## src/rtl/aibcr3_dcc_cal_pkg.sv

```systemverilog
// aibcr3_dcc_cal_pkg: shared types and helpers for the DCC calibration controller.
// Contents: FSM state enum, binary-to-gray helper, counter width helpers.
package aibcr3_dcc_cal_pkg;
  typedef enum logic [2:0] {
    IDLE, SETTLE, MEASURE, DECIDE, DONE, TRACK_SETTLE, TRACK_MEASURE, TRACK_DECIDE
  } cal_state_e;
  function automatic logic [31:0] bin2gray(input logic [31:0] b);
    return b ^ (b >> 1);
  endfunction
  function automatic int scnt_w(input int settle_cyc);
    return $clog2(settle_cyc + 1);
  endfunction
  function automatic int acnt_w(input int avg_cnt);
    return $clog2(avg_cnt) + 1;
  endfunction
endpackage

```

## src/rtl/aibcr3_dcc_cal_vote.sv

```systemverilog
// aibcr3_dcc_cal_vote: synchronizes the duty detector outputs and tallies up/down votes.
// Ports: clk_dcd/nrst clock and async reset; t_up_i/t_down_i raw detector inputs;
// clr_i clears the tallies; en_i counts one sample per cycle; up_cnt_o/dn_cnt_o tallies;
// win_done_o high on the cycle that takes the last sample of the window.
module aibcr3_dcc_cal_vote
  import aibcr3_dcc_cal_pkg::*;
#(
  parameter int AVG_CNT = 8,
  parameter int ACNT_W  = acnt_w(AVG_CNT)
) (
  input  logic              clk_dcd,
  input  logic              nrst,
  input  logic              t_up_i,
  input  logic              t_down_i,
  input  logic              clr_i,
  input  logic              en_i,
  output logic [ACNT_W-1:0] up_cnt_o,
  output logic [ACNT_W-1:0] dn_cnt_o,
  output logic              win_done_o
);
  logic [1:0] up_sync_q, dn_sync_q;
  logic [ACNT_W-1:0] up_q, dn_q, smp_q;
  logic up, dn;
  always_ff @(posedge clk_dcd or negedge nrst) begin
    if (!nrst) begin
      up_sync_q <= '0;
      dn_sync_q <= '0;
    end else begin
      up_sync_q <= {up_sync_q[0], t_up_i};
      dn_sync_q <= {dn_sync_q[0], t_down_i};
    end
  end
  // Conflicting or absent decisions carry no vote either way.
  assign up = up_sync_q[1] & ~dn_sync_q[1];
  assign dn = dn_sync_q[1] & ~up_sync_q[1];
  always_ff @(posedge clk_dcd or negedge nrst) begin
    if (!nrst) begin
      up_q  <= '0;
      dn_q  <= '0;
      smp_q <= '0;
    end else if (clr_i) begin
      up_q  <= '0;
      dn_q  <= '0;
      smp_q <= '0;
    end else if (en_i) begin
      up_q  <= up_q + ACNT_W'(up);
      dn_q  <= dn_q + ACNT_W'(dn);
      smp_q <= smp_q + ACNT_W'(1);
    end
  end
  assign up_cnt_o   = up_q;
  assign dn_cnt_o   = dn_q;
  assign win_done_o = en_i && (smp_q == ACNT_W'(AVG_CNT - 1));
endmodule

```

## src/rtl/aibcr3_dcc_cal_ctrl.sv

```systemverilog
// aibcr3_dcc_cal_ctrl: SAR search plus optional tracking of the DCC delay-line trim code.
// Ports: clk_dcd/nrst clock and async active-low reset; t_up/t_down detector decisions;
// rb_dcc_byp forces mid-scale and done; rb_cont_cal enables tracking after lock;
// reinit restarts calibration; dcc_code/dcc_code_gry binary and gray trim code;
// dcc_done code valid; cal_busy search or tracking in progress.
module aibcr3_dcc_cal_ctrl
  import aibcr3_dcc_cal_pkg::*;
#(
  parameter int CODE_W     = 8,
  parameter int SETTLE_CYC = 16,
  parameter int AVG_CNT    = 8
) (
  input  logic              clk_dcd,
  input  logic              nrst,
  input  logic              t_up,
  input  logic              t_down,
  input  logic              rb_dcc_byp,
  input  logic              rb_cont_cal,
  input  logic              reinit,
  output logic [CODE_W-1:0] dcc_code,
  output logic [CODE_W-1:0] dcc_code_gry,
  output logic              dcc_done,
  output logic              cal_busy
);
  localparam int SCNT_W = scnt_w(SETTLE_CYC);
  localparam int ACNT_W = acnt_w(AVG_CNT);
  localparam int IDX_W  = $clog2(CODE_W);
  localparam logic [CODE_W-1:0] MID     = {1'b1, {(CODE_W-1){1'b0}}};
  localparam logic [CODE_W-1:0] MAX     = '1;
  localparam logic [IDX_W-1:0]  IDX_TOP = IDX_W'(CODE_W - 1);
  localparam logic [ACNT_W:0]   HALF    = (ACNT_W+1)'(AVG_CNT / 2);
  cal_state_e state_q, state_d;
  logic [SCNT_W-1:0] scnt_q, scnt_d;
  logic [IDX_W-1:0] idx_q, idx_d;
  logic [CODE_W-1:0] code_q, code_d, gry_q;
  logic done_q, done_d;
  logic [ACNT_W-1:0] up_cnt, dn_cnt;
  logic win_done, settle_st, meas_st, settle_end, trk_up, trk_dn;
  assign settle_st  = state_q == SETTLE || state_q == TRACK_SETTLE;
  assign meas_st    = state_q == MEASURE || state_q == TRACK_MEASURE;
  assign settle_end = scnt_q == SCNT_W'(SETTLE_CYC - 1);
  aibcr3_dcc_cal_vote #(.AVG_CNT(AVG_CNT), .ACNT_W(ACNT_W)) u_vote (
    .clk_dcd    (clk_dcd),
    .nrst       (nrst),
    .t_up_i     (t_up),
    .t_down_i   (t_down),
    .clr_i      (settle_st),
    .en_i       (meas_st),
    .up_cnt_o   (up_cnt),
    .dn_cnt_o   (dn_cnt),
    .win_done_o (win_done)
  );
  always_ff @(posedge clk_dcd or negedge nrst) begin
    if (!nrst) state_q <= IDLE;
    else state_q <= state_d;
  end
  always_comb begin
    state_d = state_q;
    if (rb_dcc_byp || reinit) state_d = IDLE;
    else begin
      case (state_q)
        IDLE:          state_d = SETTLE;
        SETTLE:        state_d = settle_end ? MEASURE : SETTLE;
        MEASURE:       state_d = win_done ? DECIDE : MEASURE;
        DECIDE:        state_d = (idx_q == '0) ? DONE : SETTLE;
        DONE:          state_d = rb_cont_cal ? TRACK_SETTLE : DONE;
        TRACK_SETTLE:  state_d = settle_end ? TRACK_MEASURE : TRACK_SETTLE;
        TRACK_MEASURE: state_d = win_done ? TRACK_DECIDE : TRACK_MEASURE;
        TRACK_DECIDE:  state_d = rb_cont_cal ? TRACK_SETTLE : DONE;
        default:       state_d = IDLE;
      endcase
    end
  end
  always_comb cal_busy = !(state_q == IDLE || state_q == DONE);
  // Tracking steps only on a clear majority of at least half a window.
  assign trk_up = {1'b0, up_cnt} >= {1'b0, dn_cnt} + HALF;
  assign trk_dn = {1'b0, dn_cnt} >= {1'b0, up_cnt} + HALF;
  always_comb begin
    code_d = code_q;
    idx_d  = idx_q;
    if (state_d == IDLE) begin
      code_d = MID;
      idx_d  = IDX_TOP;
    end else if (state_q == DECIDE) begin
      code_d[idx_q] = up_cnt > dn_cnt;
      if (idx_q != '0) begin
        code_d[idx_q - IDX_W'(1)] = 1'b1;
        idx_d = idx_q - IDX_W'(1);
      end
    end else if (state_q == TRACK_DECIDE) begin
      code_d = (trk_up && code_q != MAX) ? code_q + CODE_W'(1) :
               (trk_dn && code_q != '0)  ? code_q - CODE_W'(1) : code_q;
    end
  end
  assign done_d = rb_dcc_byp || state_d == DONE || state_d == TRACK_SETTLE ||
                  state_d == TRACK_MEASURE || state_d == TRACK_DECIDE;
  assign scnt_d = (settle_st && state_d == state_q) ? scnt_q + SCNT_W'(1) : '0;
  always_ff @(posedge clk_dcd or negedge nrst) begin
    if (!nrst) begin
      scnt_q <= '0;
      idx_q  <= IDX_TOP;
      code_q <= MID;
      gry_q  <= CODE_W'(bin2gray(32'(MID)));
      done_q <= 1'b0;
    end else begin
      scnt_q <= scnt_d;
      idx_q  <= idx_d;
      code_q <= code_d;
      gry_q  <= CODE_W'(bin2gray(32'(code_d)));
      done_q <= done_d;
    end
  end
  assign dcc_code     = code_q;
  assign dcc_code_gry = gry_q;
  assign dcc_done     = done_q;
endmodule

```

## config.mk

```make
export PLATFORM = sky130hd
export DESIGN_NAME = aibcr3_dcc_cal_ctrl
export DESIGN_NICKNAME = d
export VERILOG_FILES = /design/src/rtl/aibcr3_dcc_cal_pkg.sv /design/src/rtl/aibcr3_dcc_cal_vote.sv /design/src/rtl/aibcr3_dcc_cal_ctrl.sv
export SDC_FILE = /design/constraint.sdc
export NUM_CORES = 1
export LEC_CHECK = 0
export ABC_AREA = 0
export BUFFER_PORTS_ARGS = -buffer_cell sky130_fd_sc_hd__buf_2
export CORE_MARGIN = 4
export CORE_UTILIZATION = 35
export CTS_CLUSTER_DIAMETER = 150
export DETAILED_ROUTE_END_ITERATION = 6
export HOLD_SLACK_MARGIN = 0.08
export PLACE_DENSITY = 0.56
export SYNTH_ARGS = -nofsm -noshare
export SYNTH_HDL_FRONTEND = slang
export SYNTH_HIERARCHICAL = 1
export SYNTH_SLANG_ARGS = --single-unit
export TNS_END_PERCENT = 10
```

## constraint.sdc

```tcl
create_clock -name clk_dcd -period 5.3 [get_ports clk_dcd]
set_input_delay 0.53 -clock clk_dcd [delete_from_list [all_inputs] [get_ports clk_dcd]]
set_output_delay 0.53 -clock clk_dcd [all_outputs]
set_load 0.01 [all_outputs]
```

Word level (Yosys, flattened, before mapping)
Cells that the tools add are included.
{"block": "word_totals", "register_bits": 44, "input_bits": 7, "out_inout_bits": 18}
{"block": "op_classes", "addsub": 9, "order_cmp": 7, "eq_ne": 15, "mux": 29, "bitwise": 6, "reduce_logical": 25}
{"op": "$mux 8", "count": 6}
{"op": "$eq 3x3->1 const B", "count": 8}
{"op": "$mux 4", "count": 6}
{"op": "$pmux 3 s7", "count": 1}
{"op": "$mux 3", "count": 5}
{"op": "$add 4x3->5 const B", "count": 2}
{"op": "$ge 4x5->1", "count": 2}
{"op": "$logic_not 3->1", "count": 3}
{"op": "$add 4x1->4", "count": 2}
{"op": "$add 8x1->8 const B", "count": 1}
{"op": "$bwmux 8", "count": 1}
{"op": "$logic_or 1x1->1", "count": 8}
{"op": "$lt 3x4->1 const B", "count": 2}
{"op": "$ne 8x8->1 const B", "count": 1}
{"op": "$or 8x8->8", "count": 1}
{"op": "$reduce_bool 8->1", "count": 1}
{"op": "$sub 8x1->8 const B", "count": 1}
{"op": "$xor 8x7->8", "count": 1}
{"op": "$demux 1 s3", "count": 2}
{"op": "$eq 3x2->1 const B", "count": 2}
{"op": "$ge 3x1->1 const B", "count": 2}
{"op": "$logic_and 1x1->1", "count": 6}
{"op": "$reduce_bool 2->1", "count": 3}
{"op": "$add 5x1->5 const B", "count": 1}
{"op": "other kinds (16)", "count": 23}

Depth between registers and ports, before layout
Gate-level depths: netlist (run 1).
{"block": "logic_depth", "depth_word": 11, "mapped_depth": 11, "mapped_depth_nobuf": 10}

Cells and area by module
The synthesis (run 1) kept the hierarchy.
{"mod": "aibcr3_dcc_cal_ctrl", "n_inst": 1, "cells_per_inst": 271, "area_per_inst_um2": 2354.8}
{"mod": "aibcr3_dcc_cal_vote", "n_inst": 1, "cells_per_inst": 60, "area_per_inst_um2": 764.5}

Worst setup path after synthesis (run 1)
No wires, ideal clock.
{"block": "synth_timing", "path_kind": "flip-flop to flip-flop", "from": "register idx_q[0]", "to": "register gry_q[1] (netlist: dcc_code_gry[1])", "arrival_ps": 2296, "required_time_ps": 5219, "setup_slack_ps": 2923, "stages_incl_launch_ff": 12, "n_path_buf": 2, "period_less_slack_ps": 2377, "cell_sequence": "dfstp_2 buf_2 inv_2 ha_1 clkbuf_1 nor2b_1 o22ai_1 o21ai_0 a21oi_1 a211oi_2 and3_4 xnor2_1"}
{"block": "synth_via", "elab_chain_cells": 10, "word_cells_on_any_way": 23, "cone_classes": "add/sub: 1; order compare: 4; mux: 11; bitwise: 2; reduce/logical: 5"}
{"element": "start, declared", "line": "aibcr3_dcc_cal_ctrl.sv:34", "rtl": "logic [IDX_W-1:0] idx_q, idx_d;"}
{"element": "start signal, assigned", "line": "aibcr3_dcc_cal_ctrl.sv:107", "rtl": "idx_q <= idx_d;"}
{"element": "$sub 3x1->3 (tied with other cells)", "line": "aibcr3_dcc_cal_ctrl.sv:87", "rtl": "code_d[idx_q - IDX_W'(1)] = 1'b1;"}
{"element": "$lt 3x4->1 (not written as such) (tied with other cells)", "line": "aibcr3_dcc_cal_ctrl.sv:87"}
{"element": "$logic_and 1x1->1 (not written as such) / $mux 1 (equally long branches)", "line": "aibcr3_dcc_cal_ctrl.sv:87, aibcr3_dcc_cal_ctrl.sv:85"}
{"element": "$mux 1 (not written as such) / $demux 1 s3 (equally long branches)", "line": "aibcr3_dcc_cal_ctrl.sv:87, aibcr3_dcc_cal_ctrl.sv:85"}
{"element": "$demux 1 s3 / $bwmux 8 (equally long branches)", "line": "aibcr3_dcc_cal_ctrl.sv:87, aibcr3_dcc_cal_ctrl.sv:85"}
{"element": "$or 8x8->8 (no line)"}
{"element": "$mux 8", "line": "aibcr3_dcc_cal_ctrl.sv:86", "rtl": "if (idx_q != '0) begin"}
{"element": "$mux 8", "line": "aibcr3_dcc_cal_ctrl.sv:84", "rtl": "end else if (state_q == DECIDE) begin"}
{"element": "$mux 8 *", "line": "aibcr3_dcc_cal_ctrl.sv:81", "rtl": "if (state_d == IDLE) begin"}
{"element": "named net code_d[1]", "line": "aibcr3_dcc_cal_ctrl.sv:35", "rtl": "logic [CODE_W-1:0] code_q, code_d, gry_q;"}
{"element": "$xor 8x7->8 *", "line": "aibcr3_dcc_cal_pkg.sv:8", "rtl": "return b ^ (b >> 1);"}
{"element": "end signal, assigned", "line": "aibcr3_dcc_cal_ctrl.sv:103", "rtl": "gry_q <= CODE_W'(bin2gray(32'(MID)));"}
{"element": "end signal, assigned", "line": "aibcr3_dcc_cal_ctrl.sv:109", "rtl": "gry_q <= CODE_W'(bin2gray(32'(code_d)));"}
{"element": "end, declared", "line": "aibcr3_dcc_cal_ctrl.sv:35"}
The timed path passes the listed nets; every way through them passes the cells marked *.
A chain may end at the register's enable or synchronous reset.

Final worst setup path (run 1)
{"block": "layout_timing", "from": "register scnt_q[0]", "to": "register gry_q[4] (netlist: dcc_code_gry[4])"}
{"block": "layout_via", "elab_chain_cells": 7, "word_cells_on_any_way": 8, "cone_classes": "eq/ne: 1; mux: 5; bitwise: 1; reduce/logical: 1"}
{"element": "start, declared", "line": "aibcr3_dcc_cal_ctrl.sv:33", "rtl": "logic [SCNT_W-1:0] scnt_q, scnt_d;"}
{"element": "start signal, assigned", "line": "aibcr3_dcc_cal_ctrl.sv:106", "rtl": "scnt_q <= scnt_d;"}
{"element": "$eq 5x4->1 *", "line": "aibcr3_dcc_cal_ctrl.sv:41", "rtl": "assign settle_end = scnt_q == SCNT_W'(SETTLE_CYC - 1);"}
{"element": "$mux 2", "line": "aibcr3_dcc_cal_ctrl.sv:63, aibcr3_dcc_cal_ctrl.sv:67"}
{"element": "$pmux 3 s7 *", "line": "aibcr3_dcc_cal_ctrl.sv:61", "rtl": "case (state_q)"}
{"element": "$mux 3 *", "line": "aibcr3_dcc_cal_ctrl.sv:59", "rtl": "if (rb_dcc_byp || reinit) state_d = IDLE;"}
{"element": "$logic_not 3->1 *", "line": "aibcr3_dcc_cal_ctrl.sv:81"}
{"element": "$mux 8 *", "line": "aibcr3_dcc_cal_ctrl.sv:81"}
{"element": "named net code_d[5]", "line": "aibcr3_dcc_cal_ctrl.sv:35"}
{"element": "$xor 8x7->8 *", "line": "aibcr3_dcc_cal_pkg.sv:8"}
Marks and branches as above.

==> results of run 1 <==
power breakdown:
part | switching (mW) | internal, mW
Combinational | 0.0143 | 0.00531
Sequential | 0.00146 | 0.330
Clock | 0.115 | 0.0903
layer usage:
metal	vias up	part of all wire (%)	GRT usage, %
met5	-	0	0
met4	0	1.2	3.83
met3	6	4.4	2.46
met2	63	47	24.5
met1	1215	47	20.3
li1	1237	-	-
cell usage in the layout, fill, tap and decap left out, types with 4 or more instances in the layout:
cell	count
a21oi_1	14
a31oi_1	4
and3_1	5
buf_2	24
clkbuf_8	5
dfrtp_1	38
dfstp_2	5
ha_1	24
inv_1	25
mux2i_1	5
nand2_1	16
nand3_1	7
nand3b_1	4
nand4_1	10
nor2_1	32
nor2b_1	6
nor3_1	16
o21ai_0	12
xnor2_1	5
xor2_1	5
state kept, by name, summed over array words and instances, names as in the netlist:
register          count
u_vote/smp_q          4
dcc_code_gry          7
u_vote/dn_sync_q      2
dcc_code              8
state_q               3
idx_q                 3
u_vote/dn_cnt_o       4
u_vote/up_cnt_o       4
dcc_done              1
u_vote/up_sync_q      2
scnt_q                5
kinds of logic (layout without fill, tap and decap cells):
family / Yosys count / in the layout / synth area share (%)
and+or+nand+nor: 126 / 126 / 22.8
xor gates and xnor gates: 10 / 10 / 2.81
adders and majority gates: 24 / 24 / 9.63
muxes: 9 / 9 / 3.37
DFF: 43 / 43 / 34.7
buffers and inverters: 40 / 58 / 6.30
AOI/OAI and AO/OA: 79 / 79 / 20.4
worst paths after layout:
kind | start | to
worst min register to register | u_vote/up_sync_q[0] | u_vote/up_sync_q[1]
max in group asynchronous | nrst | state_q[0]
worst max register to register | scnt_q[0] | dcc_code_gry[4]
worst max-delay path | scnt_q[0] | dcc_code_gry[4]
worst min-delay path | t_down | u_vote/dn_sync_q[0]
min in group asynchronous | nrst | u_vote/up_sync_q[1]
final cells by class:
class	instances	area share, %
Clock buffer	5	2.04
Sequential cell	43	32.2
Inverter	26	2.90
Multi-Input combinational cell	248	54.7
Clock inverter	2	0.409
Tap cell	108	4.01
Timing Repair Buffer	25	3.79
through the flow:
step | setup WS (ns) | cell area (sq um) | hold WS, ns
6_report | 2.53 | 3370 | 0.340
3_5_place_dp | 2.52 | 3280 | 0.337
4_1_cts | 2.50 | 3370 | 0.327
2_1_floorplan | 2.92 | 3120 | 0.234
3_3_place_gp | 2.56 | 3280 | 0.332
5_1_grt | 2.32 | 3370 | 0.323
==> flow_summary.ini, run 1 <==
[floorplan]
design.die.area_sq_um = 10500
placementRows = 34
die_w_um = 102
ios = 25
core-area_sq_um = 8680
dieHeight_um = 102
start_util_pct = 35.9

[synth]
synthTopCellsByCount = dfrtp_1 (38), nor2_1 (32), inv_1 (25)
yosys.cell_types.count = 81
yosys_warnings = 6
synth_top_cell_by_area = dfrtp_1
synth_edf_count = 0
syn_nets = 362
seq_area_frac_synth_pct = 34.7
synth_area_sq_um = 3120
netlist_instances = 331
yosysMostFrequentCell = dfrtp_1
synth_area_leaders = dfrtp_1 (30%), ha_1 (9.6%), dfstp_2 (4.2%), nor2_1 (3.9%), inv_1 (3.0%)
synth_top_flop_cell = dfrtp_1
synth-seq-cells = 43
synth.top_cell.area_share_pct = 30.5
synth.avg_cell_area_sq_um = 9.42
ys_async_sr_fraction_pct = 100

[finish]
antenna_cells = 0
drive_above_1_share_pct = 19.5
synthToLayoutAreaGrowth_pct = 7.90
ff_latch_area_sq_um = 1080
utilization_pct = 38.8
instances_no_fill = 457
fillCellCount = 922
multiInputGateArea_sq_um = 1840
nNetsFinal = 380

[clocking]
tritoncts = done
clockRootBuffer = clkbuf_8
post_cts_buffers = 0
htree_levels = 2
cts.sink_count = 43
clk_latency_ns = 0.29
clk_pin_slew_ns = 0.08
hold_buffers = 0
cts_made_buffers = 5
cts_buffer_depth = 2
cts-resized-gates = 0

[run]
max-cap-violations = 0

[critical_path]
crit_fanout = 5
critPathMaxStageDelay_ns = 1.02
startpoint_type = flop
critPathSlowestCell = o41ai_1
cp.arrival_ns = 2.94
cp_common_cell = ha_1
worstPathRequired_ns = 5.48
reg2reg_slack_ns = 2.53
cp.depth = 7
crit_chain = ha_1 > and3_1 > ha_1 > o41ai_1 > nor3_1 > and4bb_4 > xor2_1
end_kind = flop
crit_buf_inv = 0
rr_worst_depth = 7
critical_path.top_delay_family = compound AO/OA/AOI/OAI gates
crit_type = flop to flop

[routing]
ant_nets = 0
firstDrtPassIters = 4
drc = 0
wire_per_inst_um = 15.6
wl_um = 7130
vias_per_cell = 5.52
drtIter0Drc = 84
vias = 2521

[grt]
grt_pass1_wl_um = 12500
grt_usage_pct = 14.9
grt_max_degree = 44
grt_pass1_vias = 2545
antenna_found_initial = 0
grt.overflow.total = 0

[timing]
rsz0062_at_grt = false
drv_slew = 0
fin_skew_ns = 0.00986
slew-limit-headroom_pct = 24.5
fmax_ghz = 0.361
setup_viol = 0
fin_crit_sh_pct = 52.2
worst_pin_slew_ns = 1.12
final_hold_viol_count = 0
final.min_clock_period_ns = 2.77
fin_tns_setup_ns = 0

[placed_design]
port_buffers = 24
dp_hpwl_um = 5370
gp_congestion = 0.868
dp.cells = 450

[power_and_ir_drop]
power_uw = 557
ir_drop_mv = 0.106
cellLeakagePower_nw = 1.51
power_density_nw_per_um2 = 165

[worst_hold_path]
hp-class = input port to flop
hold-path-cell-count = 1

[status]
status = complete, no violations
Note: power is estimated with default switching activity, not from simulation.
==> run 2: changes to the inputs <==
Settings changed: ABC_AREA 0 to 1, PLACE_DENSITY 0.56 to 0.58.
Clock period 5.3 ns to 2.5 ns, I/O delays scaled along.
==> run 2 against run 1 <==
  * Clock-buffer cell count stayed put
  * Register-to-register slack worse by 2.3 ns
  * Routed wire length is 0.79% lower
  * Critical endpoint is now dcc_code_gry[3]
  * Final cell count is 23% higher
  * Fmax is 21% higher
  * Area after synthesis is 1.6% lower
  * First-iteration DRC count is 67% higher
  * Non-clock buffer count is 9 higher
  * Utilization is 2.7 points higher
  * Clock skew is 0.0032 ns lower
  * Global-route usage is 0.21 points lower
==> flow_summary.ini, run 2 <==
[critical_path]
crit_chain = ha_1 > inv_1 > ha_1 > nand2_1 > nor2_1 > nand2_1 > nand2_2 > nand2_4 > nand2_1 > nand2_2 > nor2_2 > nand2_2 > nand3_2 > nand2_2 > nand2_1 > nand2_1
cp_common_cell = nand2_1
critical_path.top_delay_family = simple AND/OR/NAND/NOR gates
startpoint_type = flop
critPathMaxStageDelay_ns = 0.44
end_kind = flop
critPathSlowestCell = dfrtp_1
crit_buf_inv = 1
crit_type = flop to flop
cp.arrival_ns = 2.49
worstPathRequired_ns = 2.70
crit_fanout = 10

[clocking]
clk_pin_slew_ns = 0.09
cts.sink_count = 43
tritoncts = done
clk_latency_ns = 0.30
cts_buffer_depth = 2
htree_levels = 2
cts_made_buffers = 5
clockRootBuffer = clkbuf_8

[grt]
grt_pass1_wl_um = 12100
grt.overflow.total = 0
antenna_found_initial = 0
grt_max_degree = 44
grt_pass1_vias = 2627
grt_usage_pct = 14.7

[finish]
drive_above_1_share_pct = 19.5
fillCellCount = 868
final_common_cell = nand2_1
antenna_cells = 0
nNetsFinal = 487
synthToLayoutAreaGrowth_pct = 13.4
finalInstanceArea_sq_um = 3480
largest_reg_flops = 8
instances_no_fill = 562
mostFrequentLayoutCells = nand2_1 (105), inv_1 (63), nor2_1 (44), nand3_1 (43), dfrtp_1 (36)

[synth]
syn_nets = 452
muxShareOfSynthArea_pct = 0
synth_top_family_by_area = simple AND/OR/NAND/NOR gates
synth-seq-cells = 43
netlist_instances = 421
synth.avg_cell_area_sq_um = 7.29
seq_area_frac_synth_pct = 35.3
synth_edf_count = 0
yosys.cell_types.count = 37
synthTopCellsByCount = nand2_1 (107), inv_1 (63), nor2_1 (44)
synth_compound_area_share_pct = 8.20
ys_async_sr_fraction_pct = 100
yosys.area_share.simple_pct = 35.4
yosys_warnings = 6
synth_top_cell_by_area = dfrtp_1
yosys.area_share.adder_pct = 9.79
synth_top_flop_cell = dfrtp_1
synth_area_leaders = dfrtp_1 (31%), nand2_1 (13%), ha_1 (9.8%), inv_1 (7.7%), nand3_1 (7.0%)
synth.top_cell.area_share_pct = 31.0
synth_area_sq_um = 3070
synth_xor_area_share_pct = 0.856
yosysMostFrequentCell = nand2_1

[routing]
ant_nets = 0
drtIter0Drc = 140
firstDrtPassIters = 4
drc = 0
vias_per_cell = 4.79
vias = 2691
wire_per_inst_um = 12.6
wl_um = 7070

[placed_design]
placed_area_sq_um = 3310
gp_congestion = 0.885
dp.cells = 549
port_buffers = 24
dp_hpwl_um = 5360

[timing]
final.min_clock_period_ns = 2.29
final_hold_viol_count = 0
fin_skew_ns = 0.00669
hold_slack_ns = 0.131
rsz0062_at_grt = false
setup_viol = 0
fmax_ghz = 0.436
fin_crit_sh_pct = 91.7
slew-limit-headroom_pct = 62.4
worst_pin_slew_ns = 0.564
fin_tns_setup_ns = 0
drv_slew = 0

[floorplan]
placementRows = 33
ios = 25
design.die.area_sq_um = 10300
die_w_um = 102
start_util_pct = 36.6
core-area_sq_um = 8380
dieHeight_um = 102

[power_and_ir_drop]
power_density_nw_per_um2 = 387
cellLeakagePower_nw = 1.98
power_mw = 1.35
ir_drop_mv = 0.208

[worst_hold_path]
hp-class = input port to flop

[status]
status = complete, no violations

[run]
max-cap-violations = 0
## run 2: logic make-up (layout without fill, tap and decap cells)
kind of cell | count (synthesis) | after routing
compound gates | 41 | 41
xor+xnor | 3 | 3
fa+ha+maj | 24 | 24
buf+inv | 76 | 112
flops | 43 | 43
simple gates | 234 | 234
## run 2: final cells by class
class | instances | area (sq um) | share of cell area [%]
multi-input cells | 302 | 1670 | 48.1
clock buffers | 5 | 68.8 | 1.98
clock inverters | 3 | 47.5 | 1.37
flip-flops and latches | 43 | 1080 | 31.2
well taps | 105 | 131 | 3.78
inverters | 70 | 270 | 7.77
repair buffers | 34 | 203 | 5.83
## run 2: layer usage
metal	track usage, %	part of all wire [%]	wire length, um	vias up
met2	24.8	47	3300	58
li1	-	-	-	1394
met3	2.62	4.5	315	8
met5	0	0	0	-
met1	19.3	48	3370	1231
met4	3.89	1.2	83	0
## run 2: final timing paths
check / from / to / slack [ns] / cells past startpoint
max in group asynchronous: nrst / u_vote/up_cnt_o[3] / 1.55 / 3
hold reg to reg: u_vote/dn_sync_q[0] / u_vote/dn_sync_q[1] / 0.36 / 0
setup reg to reg: u_vote/dn_cnt_o[2] / dcc_code_gry[3] / 0.21 / 16
hold / removal: rb_dcc_byp / state_q[2] / 0.13 / 2
setup / recovery: u_vote/dn_cnt_o[2] / dcc_code_gry[3] / 0.21 / 16
min in group asynchronous: nrst / u_vote/up_cnt_o[0] / 0.54 / 3
## run 2: power by group
part | switching, mW | total, mW | internal (mW)
Clock | 0.272 | 0.575 | 0.303
Combinational | 0.0448 | 0.0647 | 0.0199
Sequential | 0.00390 | 0.706 | 0.702
## run 2: repair_timing
item                                   4_1_cts  5_1_grt
hold buffers                                 3        0
setup endpoints to repair                    0        9
endpoints found under the hold margin       40        0
setup buffers                                0        2
resized for setup                            0        5
## run 2: worst reg2reg max path: stages, from the launching register on
cell     delay, ns
dfrtp_1       0.44
ha_1          0.30
inv_1         0.04
ha_1          0.28
nand2_1       0.06
nor2_1        0.10
nand2_1       0.07
nand2_2       0.15
nand2_4       0.12
nand2_1       0.09
nand2_2       0.08
nor2_2        0.12
nand2_2       0.05
nand3_2       0.10
nand2_2       0.08
nand2_1       0.06
nand2_1       0.04
## run 2: stage by stage
| stage | utilization, % | setup WS, ns |
|---|---|---|
| 3_5_place_dp | 39.5 | 0.139 |
| 6_report | 41.5 | 0.208 |
| 5_1_grt | 41.5 | 0.00422 |
| 4_1_cts | 41.2 | 0.109 |
| 2_1_floorplan | - | 0.425 |
| 3_3_place_gp | 39.5 | 0.110 |
==> run 3: changes to the inputs <==
Settings changed: RECOVER_POWER set to 50.
==> run 3 against run 2 <==
  * First-iteration DRC count unchanged
  * Register-to-register slack about the same
  * Final area decreased by 0.22%
  * Sequential power about the same
  * Clock power about the same
  * Clock skew about the same
==> flow_summary.ini, run 3 (synthesis gave the netlist of run 2 again) <==
[grt]
grt_pass1_wl_um = 12100
use_met1_pct = 19.3
use_met2_pct = 24.8
top_usage_layer = met2
grt_pass1_vias = 2627
grt_max_degree = 44
grt_usage_pct = 14.7
grt.overflow.total = 0
grt.met3_usage_pct = 2.62
antenna_found_initial = 0

[clocking]
clockRootBuffer = clkbuf_8
cts.sink_count = 43
htree_levels = 2
clk_pin_slew_ns = 0.09
cts_made_buffers = 5
tritoncts = done
clk_latency_ns = 0.30
cts_buffer_depth = 2

[timing]
final_hold_viol_count = 0
fmax_ghz = 0.437
rsz0062_at_grt = false
worst_slack_ns = 0.211
setup_viol = 0
drv_slew = 0
fin_crit_sh_pct = 91.6
fin_tns_setup_ns = 0
fin_skew_ns = 0.00648
worst_pin_slew_ns = 1.10
final.min_clock_period_ns = 2.29
hold_slack_ns = 0.131
slew-limit-headroom_pct = 27.0

[finish]
mostFrequentLayoutCells = nand2_1 (105), inv_1 (63), nor2_1 (44), nand3_1 (43), dfrtp_1 (36)
utilization_pct = 41.4
largest_reg_flops = 8
ff_latch_area_sq_um = 1080
fillCellCount = 871
drive_above_1_share_pct = 18.6
nNetsFinal = 487
multiInputGateArea_sq_um = 1670
synthToLayoutAreaGrowth_pct = 13.2
final_common_cell = nand2_1
antenna_cells = 0

[power_and_ir_drop]
ir_drop_mv = 0.208
power.switching_uw = 321
p_sw_share_pct = 23.9
power_density_nw_per_um2 = 388
seqPwrFrac_pct = 52.5
clockPowerShare_pct = 42.8
cellLeakagePower_nw = 1.96
comb_power_share_pct = 4.8
p_int_mw = 1.02

[critical_path]
crit_fanout = 10
crit_type = flop to flop
crit_chain = ha_1 > inv_1 > ha_1 > nand2_1 > nor2_1 > nand2_1 > nand2_2 > nand2_4 > a21oi_2 > nand3_1 > nand3_2 > nand2_2 > nand2_1 > nand2_1
end_kind = flop
cp.arrival_ns = 2.48
critPathSlowestCell = dfrtp_1
startpoint_type = flop
critPathMaxStageDelay_ns = 0.44
cp_common_cell = nand2_1
worstPathRequired_ns = 2.70

[routing]
wire_per_inst_um = 12.6
drtIter0Drc = 140
firstDrtPassIters = 5
drc = 0
ant_nets = 0
wl_um = 7080
vias = 2713
vias_per_cell = 4.83

[floorplan]
ios = 25
start_util_pct = 36.6
die_w_um = 102
core-area_sq_um = 8380
dieHeight_um = 102
placementRows = 33
design.die.area_sq_um = 10300

[placed_design]
dp_slack_ns = 0.139
port_buffers = 24
dp_hpwl_um = 5360
gp_congestion = 0.885

[run]
max-cap-violations = 0

[status]
status = complete, no violations

[worst_hold_path]
hp-class = input port to flop
-- run 3: power by group through the flow --
| stage | combinational, mW | sequential [mW] | clock [mW] |
|---|---|---|---|
| 6_report | 0.0640 | 0.706 | 0.575 |
| 2_1_floorplan | 0.0341 | 0.720 | 0 |
| 3_5_place_dp | 0.0633 | 0.720 | 0 |
| 3_3_place_gp | 0.0626 | 0.719 | 0 |
| 5_1_grt | 0.0745 | 0.707 | 0.636 |
| 4_1_cts | 0.0667 | 0.706 | 0.604 |
-- run 3: critical path: cells and delay by family (launching register included) --
family          cells  cell delay (ns)
compound gates      1             0.21
fa+ha+maj           2             0.58
buf+inv             1             0.04
flops               1             0.44
simple gates       10             0.91
-- run 3: final cells by class --
cell class              count  share of cell area (%)
flip-flops and latches     43                    31.2
clock inverters             3                    1.37
clock buffers               5                    1.98
repair buffers             34                    5.62
inverters                  70                    7.78
multi-input cells         302                    48.2
well taps                 105                    3.78
-- run 3: timing repair --
item | CTS | global route
hold endpoints to repair | 40 | 0
resized for setup | 0 | 5
endpoints found under the setup margin | 0 | 9
buffers inserted | 0 | 2
hold buffers | 3 | 0
-- run 3: through the flow --
| stage | area (sq um) | std cells | power, mW |
|---|---|---|---|
| 2_1_floorplan | 3070 | 421 | 0.754 |
| 6_report | 3470 | 562 | 1.35 |
| 4_1_cts | 3450 | 560 | 1.38 |
| 3_5_place_dp | 3310 | 549 | 0.783 |
| 3_3_place_gp | 3310 | 549 | 0.782 |
| 5_1_grt | 3470 | 562 | 1.42 |
-- run 3: worst paths after layout --
check,from,end,slack [ns],cells past startpoint
max,u_vote/dn_cnt_o[2],dcc_code_gry[5],0.21,14
min,rb_dcc_byp,state_q[2],0.13,2
max reg2reg,u_vote/dn_cnt_o[2],dcc_code_gry[5],0.21,14
min reg2reg,u_vote/dn_sync_q[0],u_vote/dn_sync_q[1],0.36,0
max in group asynchronous,nrst,u_vote/up_cnt_o[3],1.01,3
min in group asynchronous,nrst,u_vote/up_cnt_o[0],0.75,3
-- run 3: metal layers --
layer	up-vias	wire [um]
met1	1238	3330
met3	10	369
met5	-	0
met4	0	88
li1	1395	-
met2	70	3290
